**src/rtl/lfsr_roll_display.sv**
```systemverilog
// Pseudo-random source for the lab display path: Fibonacci LFSR with free-run/step/roll advance modes.
// Latency: value updates on the edge that advances it; a roll finishes ROLL_CYCLES advances after the roll edge.
// Flow control: none; busy marks a roll in progress, valid pulses one cycle when the rolled value is final.
//
// Ports:
//   clk, rst           rising-edge clock, asynchronous active-high reset
//   en, step, load     free-run enable, single-advance pulse, load seed_in
//   seed_in            value to load (0 is replaced by 1)
//   roll               start a burst of ROLL_CYCLES advances
//   busy, valid        roll in progress / one-cycle roll-complete pulse
//   value              current LFSR state
//   seg                active-low {g,f,e,d,c,b,a} per hex digit, digit i at seg[7i+6:7i]
module lfsr_roll_display #(
   parameter int               WIDTH       = 8,
   parameter logic [WIDTH-1:0] TAPS        = 8'h1D,
   parameter logic [WIDTH-1:0] SEED        = WIDTH'(1),
   parameter int               ROLL_CYCLES = 16,
   localparam int              DIGITS      = (WIDTH + 3) / 4
) (
   input  logic                  clk,
   input  logic                  rst,
   input  logic                  en,
   input  logic                  step,
   input  logic                  load,
   input  logic [WIDTH-1:0]      seed_in,
   input  logic                  roll,
   output logic                  busy,
   output logic                  valid,
   output logic [WIDTH-1:0]      value,
   output logic [7*DIGITS-1:0]   seg
);

   // The all-zero state is a lockup point, so both seed sources are substituted with 1.
   localparam logic [WIDTH-1:0] RST_VAL  = (SEED == '0) ? WIDTH'(1) : SEED;
   localparam logic [7:0]       CNT_INIT = 8'(ROLL_CYCLES - 1);

   typedef enum logic [1:0] {
      IDLE = 2'd0,
      ROLL = 2'd1,
      DONE = 2'd2
   } fsm_t;

   fsm_t             fsm;
   logic [7:0]       cnt;
   logic [WIDTH-1:0] state;
   logic [WIDTH-1:0] nxt;
   logic [WIDTH-1:0] load_val;

   // Shift right, parity of the tapped bits enters at the MSB.
   assign nxt      = {^(state & TAPS), state[WIDTH-1:1]};
   assign load_val = (seed_in == '0) ? WIDTH'(1) : seed_in;

   always_ff @(posedge clk or posedge rst) begin
      if (rst) begin
         state <= RST_VAL;
         fsm   <= IDLE;
         cnt   <= '0;
      end else begin
         case (fsm)
            IDLE: begin
               if (load) begin
                  state <= load_val;
               end else if (roll) begin
                  // The roll edge itself is the first of the ROLL_CYCLES advances.
                  state <= nxt;
                  cnt   <= CNT_INIT;
                  fsm   <= (ROLL_CYCLES == 1) ? DONE : ROLL;
               end else if (step || en) begin
                  state <= nxt;
               end
            end
            ROLL: begin
               if (load) begin
                  // Abort: no completion pulse for an interrupted roll.
                  state <= load_val;
                  cnt   <= '0;
                  fsm   <= IDLE;
               end else begin
                  state <= nxt;
                  // Leave when the decrement reaches zero, so the final advance lands on the DONE edge.
                  if (cnt <= 8'd1) begin
                     cnt <= '0;
                     fsm <= DONE;
                  end else begin
                     cnt <= cnt - 8'd1;
                  end
               end
            end
            DONE: begin
               if (load) begin
                  state <= load_val;
               end
               fsm <= IDLE;
            end
            default: begin
               fsm <= IDLE;
            end
         endcase
      end
   end

   // Decoded straight from the state register, so neither output can glitch.
   assign busy  = (fsm == ROLL);
   assign valid = (fsm == DONE);
   assign value = state;

   function automatic logic [6:0] hex7(input logic [3:0] d);
      logic [6:0] p;
      p = 7'b1111111;
      case (d)
         4'h0: p = 7'b1000000;
         4'h1: p = 7'b1111001;
         4'h2: p = 7'b0100100;
         4'h3: p = 7'b0110000;
         4'h4: p = 7'b0011001;
         4'h5: p = 7'b0010010;
         4'h6: p = 7'b0000010;
         4'h7: p = 7'b1111000;
         4'h8: p = 7'b0000000;
         4'h9: p = 7'b0010000;
         4'hA: p = 7'b0001000;
         4'hB: p = 7'b0000011;
         4'hC: p = 7'b1000110;
         4'hD: p = 7'b0100001;
         4'hE: p = 7'b0000110;
         4'hF: p = 7'b0001110;
         default: p = 7'b1111111;
      endcase
      return p;
   endfunction

   // Top digit is zero-padded when WIDTH is not a multiple of 4.
   logic [4*DIGITS-1:0] val_pad;
   assign val_pad = (4*DIGITS)'(state);

   for (genvar i = 0; i < DIGITS; i++) begin : g_digit
      assign seg[7*i +: 7] = hex7(val_pad[4*i +: 4]);
   end

endmodule
```
**config.mk**
```make
export PLATFORM = sky130hd
export DESIGN_NAME = lfsr_roll_display
export DESIGN_NICKNAME = d
export VERILOG_FILES = /design/src/rtl/lfsr_roll_display.sv
export SDC_FILE = /design/constraint.sdc
export NUM_CORES = 1
export LEC_CHECK = 0
export ABC_AREA = 1
export CORE_MARGIN = 2
export CORE_UTILIZATION = 49
export DETAILED_ROUTE_END_ITERATION = 6
export GPL_TIMING_DRIVEN = 0
export HOLD_SLACK_MARGIN = 0.02
export PLACE_DENSITY = 0.79
export RECOVER_POWER = 50
export SKIP_LAST_GASP = 1
export SLEW_MARGIN = 0
export SYNTH_ARGS = -nofsm -noshare
export SYNTH_HDL_FRONTEND = slang
export SYNTH_SLANG_ARGS = --single-unit
```
**constraint.sdc**
```tcl
create_clock -name clk -period 2.1 [get_ports clk]
set_input_delay 0.315 -clock clk [delete_from_list [all_inputs] [get_ports clk]]
set_output_delay 0.315 -clock clk [all_outputs]
set_load 0.02 [all_outputs]
```
==> results.ini, run 1 <==
[outcome]
status=completed

[clock_network]
numCtsBuffers=3
clkTransAtPathRegs_ns=0.10
clock-sinks=18
cts_max_level=1
cts_tree=done
clock_path_buffers=2
cts_root_buf=clkbuf_4
clk_latency_ns=0.30

[placed_design]
placedCellCount=318
dpl_worst_slack_ns=-0.144
dpl_cell_area_um2=2010
dp_hpwl_um=2730
port_buffers=37
place.gp.congestion=0.855

[route]
detail-route-antenna-nets=0
via_count=1610
routed_via_density=4.91
drtPass1Iterations=4
wl_um=3690
drt_iter0_drc=112
drc=0
wl_per_cell_um=11.2

[die]
start_util=0.516
io_pins=38
dieArea_um2=3710
rows=20
die_h_um=60.9
fp.coreArea_um2=3080
die_w_um=60.9

[critical_path]
path_cells=buf_4 -> ha_1 -> nand2_1 -> nand2_1 -> a21oi_1 -> a21oi_1 -> dlygate4sd2_1
critical_path.max_fanout=3
slowest_stage=dfrtp_2
cp_data_required_time_ns=1.78
critPathLaunchType=register
worstSetupPathType=register to output port
cp-end-kind=output port
cpPeakStageDelay_ns=0.43
cp.arrival_ns=1.71

[finish]
drive_gt1_frac=0.155
stdcell_area_um2=2040
multi_input_area_um2=990
antennaDiodeCount=0
area_delta_synth_final_pct=28.3
fillers=314
nNetsFinal=313
regArea_um2=454
instances_no_fill=328

[hold_path]
min_path_type=register to register

[synthesis]
synth_ff_type=dfrtp_1
synthArstFlopShare=1.00
synth.distinct_cells=31
synth-edff-count=0
synth-seq-area-share=0.284
ys_seq_elements=18
yosysWarnings=0
syn-num-nets=265
synth_area_per_cell_um2=6.70
synthCells=237
syn_area_um2=1590

[timing]
fin_skew_ns=0.00567
slew_headroom=0.546
worst_slack_ns=0.0773
setup_viol=0
fin_crit_sh=0.963
hold_ws_ns=0.522
timing_hold_violations_final=0
fmax_mhz=494
worst_slew_pin_slew_ns=0.680
final-max-slew-violation-count=0
period_minus_slack_ns=2.02

[flow_run]
cap_viol_max_count=0

[power_and_ir_drop]
ir_drop_uv=698
total_power_mw=2.54
power.density_nw_per_um2=1240
p_leak_nw=1.06

[global_routing]
overflow=0
grt_pass1_wl_um=6170
antenna_found_initial=0
grt_util_all_layers=0.216
grt_pass1_vias=1421
grt_start_max_net_pins=19

[cells in the mapped netlist (2+ instances only)]
master / n / area share
ha_1: 14 / 0.11
nand2_2: 3 / 0.012
nor2_1: 33 / 0.078
o21ai_2: 6 / 0.033
inv_1: 23 / 0.054
dfrtp_1: 17 / 0.27
a21oi_1: 12 / 0.038
a21boi_0: 4 / 0.019
clkbuf_1: 2 / 0.0047
inv_2: 3 / 0.0071
o21ai_0: 15 / 0.047
nand3_1: 14 / 0.044
nand2_1: 73 / 0.17
[area by class of cell]
cell class,instances,share of cell area
multi-input combinational,188,0.486
sequential,18,0.223
timing repair buffer,43,0.186
inverter,26,0.0510
tap,44,0.0270
buffer,5,0.0147
clock buffer,4,0.0129
[through the flow]
step / setup TNS [ns] / util
after detailed placement: -0.412 / 0.654
after global routing: -0.00391 / 0.662
after CTS: -0.0849 / 0.665
after global placement: -0.297 / 0.654
final: 0 / 0.662
after floorplan: 0 / -
[critical path: cells and delay by family, from the launching register on]
family                     cells  cell delay (ns)
buffers and inverters          2             0.47
DFF                            1             0.43
adders and majority gates      1             0.19
AOI/OAI and AO/OA              2             0.17
and+or+nand+nor                2             0.14
[cells by family after synthesis]
family	count (synthesis)	synth area share
AOI/OAI and AO/OA	43	0.170
xor gates and xnor gates	1	0.00551
adders and majority gates	14	0.110
buffers and inverters	31	0.0811
DFF	18	0.284
and+or+nand+nor	130	0.349
[cell usage in the layout, fill, tap and decap left out, types with 2 or more instances in the layout]
| master | Yosys | layout |
|---|---|---|
| a21boi_0 | 4 | 4 |
| a21oi_1 | 12 | 11 |
| a21oi_2 | 1 | 2 |
| buf_2 | 0 | 2 |
| buf_4 | 1 | 6 |
| clkbuf_1 | 2 | 2 |
| clkbuf_2 | 1 | 7 |
| clkbuf_4 | 0 | 3 |
| clkdlybuf4s50_1 | 0 | 21 |
| dfrtp_1 | 17 | 15 |
| dfrtp_2 | 0 | 2 |
| dlygate4sd2_1 | 0 | 6 |
| dlygate4sd3_1 | 0 | 2 |
| ha_1 | 14 | 13 |
| inv_1 | 23 | 18 |
| inv_2 | 3 | 6 |
| nand2_1 | 73 | 74 |
| nand2_2 | 3 | 2 |
| nand3_1 | 14 | 14 |
| nor2_1 | 33 | 33 |
| o21ai_0 | 15 | 18 |
| o21ai_1 | 1 | 2 |
| o21ai_2 | 6 | 3 |
[routing by layer]
| layer | up-vias | track usage | wire [µm] |
|---|---|---|---|
| li1 | 847 | - | - |
| met1 | 716 | 0.302 | 1750 |
| met5 | - | 0 | 0 |
| met4 | 0 | 0.0559 | 24 |
| met2 | 44 | 0.361 | 1710 |
| met3 | 3 | 0.0171 | 202 |
[report_power, final]
part	internal (mW)	switching, mW
registers	0.475	0.130
logic	0.670	1.08
clock network	0.0742	0.109
total	1.22	1.32
[path summary, 6_finish.rpt]
check	startpoint	to	slack (ns)	cells past startpoint
max	value[5]	seg[13]	0.08	7
min	cnt[4]	cnt[4]	0.52	3
max reg2reg	fsm[1]	value[2]	0.42	6
min reg2reg	cnt[4]	cnt[4]	0.52	3
max in group asynchronous	rst	value[5]	1.09	2
min in group asynchronous	rst	value[4]	0.54	2
[sequential cells by signal (all words and copies together) (netlist names)]
signal  count
cnt         8
fsm         2
value       8
[timing repair]
action                                  4_1_cts  5_1_grt
pin swaps                                     0        0
buffers inserted                              2        4
gates resized for setup                      27       20
hold buffers                                  0        0
gates cloned                                  0        0
endpoints found under the setup margin       14       12
Note: power is estimated with default switching activity, not from simulation.
==> run 2, diff against run 1 <==
--- a/config.mk
+++ b/config.mk
@@ -12,7 +12,7 @@
 export GPL_TIMING_DRIVEN = 0
 export HOLD_SLACK_MARGIN = 0.02
 export PLACE_DENSITY = 0.79
-export RECOVER_POWER = 50
+export REMOVE_ABC_BUFFERS = 1
 export SKIP_LAST_GASP = 1
 export SLEW_MARGIN = 0
 export SYNTH_ARGS = -nofsm -noshare
==> run 2 against run 1 <==
Net effect:
- design area fell by 2.3%
- via count fell by 1.2%
- die area did not move
- critical path depth fell by 2
- flip-flop and latch count did not move
- count of clock-buffer cells in the layout did not move
- sequential power rose by 4.6%
- core utilization fell by 1.5 points
- routed wire length fell by 6.0%
- global-route usage fell by 2.1 points
- clock skew fell by 0.0050 ns
- cell count fell by 2.4%
==> results.ini, run 2 (synthesis gave the netlist of run 1 again) <==
[die]
dieArea_um2=3710  ; unchanged
die_w_um=60.9  ; unchanged
start_util=0.516  ; unchanged
fp.coreArea_um2=3080  ; unchanged
rows=20  ; unchanged
io_pins=38  ; unchanged
die_h_um=60.9  ; unchanged

[clock_network]
cts_max_level=1  ; unchanged
clkTransAtPathRegs_ns=0.10  ; about the same
cts_tree=done  ; unchanged
cts_root_buf=clkbuf_4  ; unchanged
clock_path_buffers=2  ; unchanged
clock-sinks=18  ; unchanged
clk_latency_ns=0.29  ; was 0.30 ns
hold_buffers=0  ; unchanged
numCtsBuffers=3  ; unchanged

[route]
routed_via_density=4.97  ; was 4.91
drtPass1Iterations=4  ; unchanged
wl_per_cell_um=10.8  ; was 11.2 µm
via_count=1591  ; was 1610
detail-route-antenna-nets=0  ; unchanged
drc=0  ; unchanged
wl_um=3460  ; was 3690 µm
drt_iter0_drc=136  ; was 112

[power_and_ir_drop]
p_int_mw=1.17  ; was 1.22 mW
pwr-share-seq=0.256  ; was 0.239
p_sw_mw=1.30  ; was 1.32 mW
ir_drop_uv=559  ; was 698 µV
p_leak_nw=1.03  ; was 1.06 nW
combPwrFrac=0.672  ; was 0.689
clockPowerShare=0.072  ; about the same
switching_share=0.527  ; was 0.519
power.density_nw_per_um2=1240  ; about the same

[finish]
drive_gt1_frac=0.156  ; was 0.155
layout_commonest_cell=nand2_1  ; unchanged
multi_input_area_um2=1010  ; was 990 µm²
instances_no_fill=320  ; was 328
post-route-util=0.647  ; was 0.662
nNetsFinal=305  ; was 313
regArea_um2=454  ; unchanged
fillers=298  ; was 314
area_delta_synth_final_pct=25.4  ; was 28.3%
antennaDiodeCount=0  ; unchanged
final_cell_mix=nand2_1, nor2_1, clkdlybuf4s50_1  ; unchanged

[placed_design]
placedCellCount=313  ; was 318
dpl_worst_slack_ns=-0.122  ; was -0.144 ns
port_buffers=37  ; unchanged
place.gp.congestion=0.868  ; was 0.855
dp_hpwl_um=2620  ; was 2730 µm

[critical_path]
cp.arrival_ns=1.70  ; was 1.71 ns
crit_buf_inv=2  ; unchanged
slowest_stage=dfstp_2  ; was dfrtp_2
path_cells=inv_2 -> ha_1 -> o21ai_0 -> a21o_1 -> buf_2  ; was buf_4 -> ha_1 -> nand2_1 -> nand2_1 -> a21oi_1 -> a21oi_1 -> dlygate4sd2_1
r2r_start=cnt[0]  ; was fsm[1]
worstSetupPathType=register to output port  ; unchanged
startpoint=value[0]  ; was value[5]
critical_path.max_fanout=6  ; was 3
cpLargestDelayFamily=flip-flops  ; was buffers and inverters
cp_data_required_time_ns=1.78  ; about the same
cp-end-kind=output port  ; unchanged
critPathLaunchType=register  ; unchanged
cpPeakStageDelay_ns=0.59  ; was 0.43 ns

[hold_path]
min_path_type=primary input to async pin  ; was register to register

[timing]
worst_slack_ns=0.0817  ; was 0.0773 ns
rsz0062_at_grt=yes
setup_viol=0  ; unchanged
slew_headroom=0.543  ; was 0.546
worst_slew_pin_slew_ns=0.685  ; was 0.680 ns
timing_hold_violations_final=0  ; unchanged
period_minus_slack_ns=2.02  ; about the same
final-max-slew-violation-count=0  ; unchanged
fin_skew_ns=0.000702  ; was 0.00567 ns
fin_crit_sh=0.961  ; was 0.963
fmax_mhz=495  ; was 494 MHz

[global_routing]
antenna_found_initial=0  ; unchanged
overflow=0  ; unchanged
grt_pass1_vias=1292  ; was 1421
grt_pass1_wl_um=5530  ; was 6170 µm
grt_start_max_net_pins=19  ; unchanged
grt_util_all_layers=0.195  ; was 0.216

[outcome]
status=completed  ; unchanged

[flow_run]
cap_viol_max_count=0  ; unchanged

[run 2: changes by cell type in the layout (fill, tap and decap cells not counted), moves of 2 or more]
cell,previous run,this run
buf_4,6,3
o21ai_0,18,15
o21ai_2,3,6
clkdlybuf4s50_1,21,23
dlygate4sd3_1,2,0
[run 2: path summary, 6_finish.rpt]
kind | endpoint | slack [ns] | cells past startpoint
max reg2reg | cnt[7] | 0.63 | 7
max | seg[3] | 0.08 | 5
min in group clk | cnt[4] | 0.53 | 3
min reg2reg | cnt[4] | 0.53 | 3
min | value[5] | 0.42 | 2
max in group asynchronous | value[6] | 1.21 | 2
[run 2: worst register-to-register path, delay by kind of cell (launching register included)]
kind	cells	cell delay, ns
compound gates	1	0.06
fa+ha+maj	1	0.20
buf+inv	1	0.13
flops	1	0.39
simple gates	4	0.58
[run 2: layer usage]
metal  up-vias  track usage  share of wire
li1        832            -              -
met1       715        0.256           0.45
met2        40        0.350           0.49
met3         4       0.0128          0.047
met4         0       0.0466         0.0069
met5         -            0              0
[run 2: final cells by class]
cell class / instances / area share
Clock buffer: 4 / 0.0132
Inverter: 26 / 0.0503
Multi-Input combinational cell: 188 / 0.509
Sequential cell: 18 / 0.228
Tap cell: 44 / 0.0276
Timing Repair Buffer: 40 / 0.171
[run 2: what timing repair did]
item,4_1_cts,5_1_grt
endpoints found under the setup margin,14,13
setup buffers,2,1
gates resized for setup,27,17
[run 2: metrics by stage]
stage          power, mW  hold WS, ns  cell area (µm²)  TNS [ns]
6_report            2.47        0.417             1990         0
3_3_place_gp        2.36        0.509             1980    -0.318
4_1_cts             2.49        0.439             2010   -0.0135
5_1_grt             2.73        0.463             1990   -0.0670
2_1_floorplan       1.75        0.253             1560         0
3_5_place_dp        2.38        0.507             1980    -0.341
[run 2: power by group through the flow]
stage / logic, mW / clock network [mW] / registers (mW)
2_1_floorplan: 1.09 / 0 / 0.663
5_1_grt: 1.87 / 0.202 / 0.663
6_report: 1.66 / 0.178 / 0.633
4_1_cts: 1.68 / 0.186 / 0.628
3_5_place_dp: 1.75 / 0 / 0.636
3_3_place_gp: 1.73 / 0 / 0.634
